### src/rtl/mc_pm_seq.sv
// Power-management sequencer: drains WISHBONE, suspends the controller, gates power,
// then powers up, pulses retention restore and resumes. Outputs are registered state decodes.
module mc_pm_seq #(
  parameter int OFF_MIN_CYC = 4,
  parameter int PWRUP_CYC   = 8,
  parameter int CNT_W       = 8
) (
  input  logic clk_i,
  input  logic rst_i,
  input  logic sleep_req_i,
  input  logic wake_req_i,
  input  logic wb_cyc_i,
  input  logic suspended_i,
  output logic susp_req_o,
  output logic resume_req_o,
  output logic pr_restore_o,
  output logic pwr_off_o,
  output logic wb_hold_o,
  output logic asleep_o
);

  typedef enum logic [2:0] {
    S_RUN,
    S_DRAIN,
    S_SUSP,
    S_PGATE,
    S_PWRUP,
    S_RESTORE,
    S_RESUME
  } state_t;

  localparam logic [CNT_W-1:0] OFF_LD   = CNT_W'(OFF_MIN_CYC);
  localparam logic [CNT_W-1:0] PWRUP_LD = CNT_W'(PWRUP_CYC);

  state_t           r_state;
  state_t           w_next;
  logic             r_armed;
  logic             r_wake_pend;
  logic [CNT_W-1:0] r_cnt;
  logic             w_cnt_zero;
  logic             w_enter_pgate;
  logic             w_enter_pwrup;
  logic             w_wake_window;

  logic r_susp_req;
  logic r_resume_req;
  logic r_pr_restore;
  logic r_pwr_off;
  logic r_wb_hold;

  assign w_cnt_zero    = (r_cnt == '0);
  assign w_enter_pgate = (w_next == S_PGATE) && (r_state != S_PGATE);
  assign w_enter_pwrup = (w_next == S_PWRUP) && (r_state != S_PWRUP);
  assign w_wake_window = (r_state == S_DRAIN) || (r_state == S_SUSP) || (r_state == S_PGATE);

  always_comb begin
    w_next = r_state;
    case (r_state)
      S_RUN:     if (sleep_req_i && r_armed) w_next = S_DRAIN;
      // An abort wins over a drained bus in the same cycle.
      S_DRAIN: begin
        if (!sleep_req_i)   w_next = S_RUN;
        else if (!wb_cyc_i) w_next = S_SUSP;
      end
      S_SUSP:    if (suspended_i) w_next = S_PGATE;
      S_PGATE:   if (w_cnt_zero && r_wake_pend) w_next = S_PWRUP;
      S_PWRUP:   if (w_cnt_zero) w_next = S_RESTORE;
      S_RESTORE: w_next = S_RESUME;
      S_RESUME:  if (!suspended_i) w_next = S_RUN;
      default:   w_next = S_RUN;
    endcase
  end

  always_ff @(posedge clk_i or posedge rst_i) begin
    if (rst_i) begin
      r_state <= S_RUN;
    end else begin
      r_state <= w_next;
    end
  end

  always_ff @(posedge clk_i or posedge rst_i) begin
    if (rst_i) begin
      r_cnt <= '0;
    end else if (w_enter_pgate) begin
      r_cnt <= OFF_LD;
    end else if (w_enter_pwrup) begin
      r_cnt <= PWRUP_LD;
    end else if (!w_cnt_zero) begin
      r_cnt <= r_cnt - 1'b1;
    end
  end

  // A held sleep request must be seen low in RUN before it can trigger another sleep.
  always_ff @(posedge clk_i or posedge rst_i) begin
    if (rst_i) begin
      r_armed <= 1'b0;
    end else if (r_state == S_RUN) begin
      if (w_next != S_RUN)   r_armed <= 1'b0;
      else if (!sleep_req_i) r_armed <= 1'b1;
    end
  end

  always_ff @(posedge clk_i or posedge rst_i) begin
    if (rst_i) begin
      r_wake_pend <= 1'b0;
    end else if (w_enter_pwrup) begin
      r_wake_pend <= 1'b0;
    end else if (wake_req_i && w_wake_window) begin
      r_wake_pend <= 1'b1;
    end
  end

  always_ff @(posedge clk_i or posedge rst_i) begin
    if (rst_i) begin
      r_susp_req   <= 1'b0;
      r_resume_req <= 1'b0;
      r_pr_restore <= 1'b0;
      r_pwr_off    <= 1'b0;
      r_wb_hold    <= 1'b0;
    end else begin
      r_susp_req   <= (w_next == S_SUSP);
      r_resume_req <= (w_next == S_RESUME);
      r_pr_restore <= (w_next == S_RESTORE);
      r_pwr_off    <= (w_next == S_PGATE);
      r_wb_hold    <= (w_next != S_RUN);
    end
  end

  assign susp_req_o   = r_susp_req;
  assign resume_req_o = r_resume_req;
  assign pr_restore_o = r_pr_restore;
  assign pwr_off_o    = r_pwr_off;
  assign asleep_o     = r_pwr_off;
  assign wb_hold_o    = r_wb_hold;

endmodule

### config.mk
export PLATFORM = sky130hd
export DESIGN_NAME = mc_pm_seq
export DESIGN_NICKNAME = d
export VERILOG_FILES = /design/src/rtl/mc_pm_seq.sv
export SDC_FILE = /design/constraint.sdc
export NUM_CORES = 1
export LEC_CHECK = 0
export BUFFER_PORTS_ARGS = -buffer_cell sky130_fd_sc_hd__buf_2
export CORE_MARGIN = 10
export CORE_UTILIZATION = 58
export CTS_BUF_LIST = sky130_fd_sc_hd__clkbuf_2 sky130_fd_sc_hd__clkbuf_4 sky130_fd_sc_hd__clkbuf_8
export CTS_CLUSTER_DIAMETER = 150
export DETAILED_ROUTE_END_ITERATION = 8
export PLACE_DENSITY = 0.8
export SLEW_MARGIN = 20
export SYNTH_ARGS = -nofsm -noshare
export SYNTH_HDL_FRONTEND = slang
export SYNTH_SLANG_ARGS = --single-unit
### constraint.sdc
create_clock -name clk_i -period 2.2 [get_ports clk_i]
set_clock_uncertainty 0.2 [all_clocks]
set_input_delay 0.11 -clock clk_i [delete_from_list [all_inputs] [get_ports clk_i]]
set_output_delay 0.11 -clock clk_i [all_outputs]
set_load 0.02 [all_outputs]
Word level (Yosys, flattened, before mapping)
Index checks and enable logic that the tools add are counted.
- latch bits: 0
- bits in writable memories: 0
- memory bits (read-only): 0
- register bits: 18
- input port bits: 6
- memories kept: 0
- multiplexer cells: 15
- equality and inequality tests: 15
- $add $sub $neg: 1
- multiply operators: 0
- $lt $le $gt $ge: 0
- reduce and logical (&&, ||, !) cells: 12
- bitwise operators: 0
- shifts and indexed selects: 0
- divide/modulo/power cells: 0
- operator list (operator ; number):
    $mux W8 ; 3
    $mux W3 ; 7
    $pmux W3 S7 ; 1
    $eq A3 B3 Y1 const B ; 6
    $eq A3 B2 Y1 const B ; 4
    $logic_not A8 Y1 ; 1
    $sub A8 B1 Y8 const B ; 1
    $logic_and A1 B1 Y1 ; 5
    $mux W1 ; 4
    $eq A3 B1 Y1 const B ; 1
    $logic_not A3 Y1 ; 1
    $ne A3 B1 Y1 const B ; 1
    $ne A3 B2 Y1 const B ; 1
    $ne A3 B3 Y1 const B ; 1
    $reduce_bool A3 Y1 ; 1
    $logic_or A1 B1 Y1 ; 2
    $ne A2 B1 Y1 const B ; 1
    $reduce_and A2 Y1 ; 1
    $reduce_bool A2 Y1 ; 1

Logic depth before layout (Yosys ltp)
- depth in word-level cells: 8
- depth in mapped cells: 6
- gate-level depth less buffers: 6

Worst setup path after synthesis
No wires, ideal clock.
- kind: reg-to-reg
- from: reg r_cnt[3]
- to: reg r_state[0]
- stages on the path, launching flop included: 5
- path slack: 177 ps
- arrival: 1691 ps
- data required time: 1869 ps
- period minus slack after synthesis: 2023 ps
- cell sequence: dfrtp_1 -> or4_4 -> o311ai_4 -> nand2_2 -> or3_1
- longest elaborated chain between the ends: 4
- elaborated cells between the ends (all ways): 5
- ends and longest elaborated chain (element ; line ; RTL):
    from (decl) ; 39 ; logic [CNT_W-1:0] r_cnt;
    from (signal assigned) ; 90 ; r_cnt <= r_cnt - 1'b1;
    $logic_not A8 Y1 (*) ; 51 ; assign w_cnt_zero = (r_cnt == '0);
    $logic_and A1 B1 Y1 ; 66 ; S_PGATE: if (w_cnt_zero && r_wake_pend) w_next = S_PWRUP;
    $mux W3 ; 66 ;
    $pmux W3 S7 (*) ; 58 ; case (r_state)
    net w_next[0] ; 36 ; state_t w_next;
    to (signal assigned) ; 78 ; r_state <= w_next;
    to (decl) ; 35 ; state_t r_state;
Mark *: on every way through the listed nets, which the timed path passes. The rest lies on a longest branch.
A chain may end at the register's enable or synchronous reset.

Worst setup path after layout
Ends and elaborated chain as after synthesis.

==> metrics.log <==
[metrics] Layout Area Growth over Synthesis: 14.2%
[metrics] number of unique standard cell types used by synthesis: 30
[metrics] adder and majority gate portion of the synthesized area: between 1 and 1.5%
[metrics] buffer cell driving the clock tree root: sky130_fd_sc_hd__clkbuf_4
[metrics] xor-xnor portion of the synthesized cell area: 1.97%
[metrics] Final TNS setup: 0 ns
[metrics] all-layer global routing usage: a little over a tenth
[metrics] worst relative slew slack: 57.1%
[metrics] first drt pass iteration count: 4
[metrics] critical-path maximum fanout: 6
[metrics] data required time at the worst endpoint: 2.17 ns
[metrics] most instantiated flip-flop cell in the synthesis netlist: sky130_fd_sc_hd__dfrtp_1
[metrics] fraction of layout instances using a drive strength above 1: about 18%
[metrics] Post-synth ARST share: 100%
[metrics] RSZ-0062 raised after global routing: no
[metrics] Port-buffer cells: 11
[metrics] die height: slightly below 60 um
[metrics] worst-case register-to-register setup slack: 0.06 ns
[metrics] area of the core: ~1500 sq um
[metrics] Worst setup SP type: register
[metrics] die span in x: between 50 and 60 um
[metrics] number of rows in the core area: 14
[metrics] Tightest Hold Check Type: primary input to register
[metrics] largest family of logic cells by synthesized area: simple AND/OR/NAND/NOR gates
[metrics] number of instances in the synthesized netlist: between 90 and 100
[metrics] detailed-route DRC error count: 0
[metrics] Max rail drop VDD: approximately 0.0009 V
[metrics] clock tree from TritonCTS: built
[metrics] Final Hold Viols: 0
[metrics] synthesized net count: a little under 100
[metrics] First DRT Iteration DRCs: 16
[metrics] Final setup viols: 0
[metrics] detail-routed via count per cell: between 5 and 6
[metrics] total area of multi-input combinational cells: 402 sq um
[metrics] Post-Route WL: approximately 1800 um
[metrics] run status: finished, final reports clean
[metrics] worst-case hold slack: 0.0511 ns
[metrics] TritonCTS buffer count: 3
[metrics] Antenna Cells: 0
[metrics] period utilisation layout: 97.2%
[metrics] Detailed Place HPWL: 1320 um
[metrics] pin count of the biggest net entering global routing: 19
[metrics] global placer's final weighted congestion: roughly 0.83
[metrics] Worst-Margin Slew: about 0.64 ns
[metrics] type of destination of the critical path: register
[metrics] post-DR wirelength/cell: 14.4 um
[metrics] worst-case clock buffer depth: 2
[metrics] summed instance area of the synthesized netlist: just under 900 sq um
[metrics] share of synthesized area occupied by flip-flops and latches: 50.6%
[metrics] number of storage elements in the synthesis netlist: 18
[metrics] number of fill cells: 120
[metrics] FF/Latch Area: ~450 sq um
[metrics] count of pins on the block boundary: 12
[metrics] overflow left after global routing: 0
[metrics] number of nets in the layout: 115
[metrics] fmax: between 0.4 and 0.5 GHz
[metrics] synth cell count leaders: sky130_fd_sc_hd__dfrtp_1, sky130_fd_sc_hd__nand2_1, sky130_fd_sc_hd__a21oi_1
[metrics] total via count after detailed routing: about 700
[metrics] Max-Cap Viols: 0
[metrics] number of pins exceeding their max-slew limit in the final report: 0
[metrics] WS Path Type: register to register
[metrics] synthesis warning total: 0
[metrics] Tmin final: about 2.1 ns
[metrics] insertion delay of the later-clocked pin in the worst-skew pair: about 0.30 ns
[metrics] average footprint of a synthesized cell: roughly 9.7 sq um
[metrics] total clock sinks: 18
[metrics] number of global-route vias before repair: around 650
[metrics] H-Tree Level Count: 1
[metrics] share of cell area taken by muxes after synthesis: 2.25%
[metrics] Simple-Gate Fraction of Synth Area: 25.9%
[metrics] most repeated cell in the gate-level netlist after synthesis: sky130_fd_sc_hd__dfrtp_1
[metrics] Resize count post-CTS: 0
[metrics] area fraction in compound gates after synthesis: 13.6%
[metrics] arrival time of data at the critical path endpoint: 2.11 ns
[metrics] Leak: around 0.48 nW
[metrics] Clock Pin Slew Worst Setup and Hold Paths: about 0.11 ns
[metrics] fraction of post-synthesis cell area in the top cell type by area: about half
[metrics] initial antenna violation count: 0
[metrics] most area-consuming cells after synthesis: sky130_fd_sc_hd__dfrtp_1, sky130_fd_sc_hd__nand2_1, sky130_fd_sc_hd__a21oi_1
[metrics] library cell with the largest summed area after synthesis: sky130_fd_sc_hd__dfrtp_1
[metrics] final antenna-violating net count: 0
[metrics] Initial Utilization: 60.5%
[metrics] Total Die Area: 3500 sq um
[metrics] global-route wire length before repair: around 3000 um
[metrics] number of enable flip-flop cells after synthesis: 0
[metrics] power density relative to cell area: about 1400 nW/um^2
[area by class of cell]
type                            instances  share of cell area [%]
Clock buffer                            4                    3.57
Inverter                                6                    2.22
Multi-Input combinational cell         65                    39.5
Sequential cell                        18                    44.3
Tap cell                               16                    1.97
Timing Repair Buffer                   14                    8.37
[worst max-delay path, cell delays in order (launching register included)]
cell and delay, ns:
sky130_fd_sc_hd__dfrtp_1 0.45, sky130_fd_sc_hd__or4_4 0.58, sky130_fd_sc_hd__o311ai_4 0.32, sky130_fd_sc_hd__nand2_2 0.08, sky130_fd_sc_hd__or3_1 0.37
[cell families (layout without fill, tap and decap cells)]
family                   Yosys count  count (layout)
buffers and inverters              9              24
XOR/XNOR                           2               2
flip-flops                        18              18
adder cells (fa/ha/maj)            1               1
multiplexers                       2               2
AND/OR/NAND/NOR                   42              42
AO/OA/AOI/OAI                     18              18
[placed cells by master, fill, tap and decap left out, drive strengths merged, types with 2 or more instances in the layout]
master       count
o22a             2
nand2           11
or3              3
nor2             5
clkbuf           4
dlygate4sd3      3
buf             11
nor3             5
nand2b           3
inv              6
o21ai            7
and3             2
dfrtp           18
mux2i            2
nand3            4
nor2b            3
a21oi            7
[report_power, final]
part	leakage, nW	internal [mW]	switching (mW)
registers	0.224	0.459	0.138
logic	0.237	0.272	0.351
clock network	0.0210	0.101	0.106
total	0.482	0.832	0.595
[what timing repair did]
item / in CTS / in global routing
endpoints found under the setup margin: 0 / 0
hold endpoints to repair: 21 / 0
hold buffers: 3 / 0
setup buffers: 0 / 0
[path summary, 6_finish.rpt]
check | cells after the start | startpoint | endpoint
min in group asynchronous | 3 | rst_i | resume_req_o$_DFF_PP0_
setup / recovery | 4 | r_cnt[3]$_DFFE_PP0P_ | r_state[0]$_DFF_PP0_
hold / removal | 3 | wake_req_i | r_wake_pend$_DFFE_PP0P_
setup reg to reg | 4 | r_cnt[3]$_DFFE_PP0P_ | r_state[0]$_DFF_PP0_
max in group asynchronous | 3 | rst_i | r_cnt[5]$_DFFE_PP0P_
hold reg to reg | 2 | r_armed$_DFFE_PP0P_ | r_armed$_DFFE_PP0P_
[sequential cells by signal, summed over array words and instances (netlist names)]
register	count
r_state	3
r_wake_pend	1
r_armed	1
r_cnt	8
asleep_o	1
wb_hold_o	1
resume_req_o	1
pr_restore_o	1
susp_req_o	1
[stage by stage]
stage               std cells  setup WS (ns)  total power, mW  util [%]  instance area, sq um
floorplan                  92          0.177             1.08         -                   890
global placement          116          0.161             1.19      64.5                   950
detailed placement        116         0.0999             1.22      64.5                   950
CTS                       123         0.0777             1.43      69.0                  1020
global route              123        0.00805             1.54      69.0                  1020
finish                    123         0.0626             1.43      69.0                  1020
[layer usage]
layer | routed length [um] | global-route usage [%] | part of all wire (%)
met5 | 0 | 0 | 0
met4 | 25 | 5.25 | 1.4
met3 | 107 | 4.51 | 6.1
met2 | 845 | 15.6 | 48
met1 | 788 | 13.3 | 45
No activity file was read; power rests on OpenSTA's default activity.
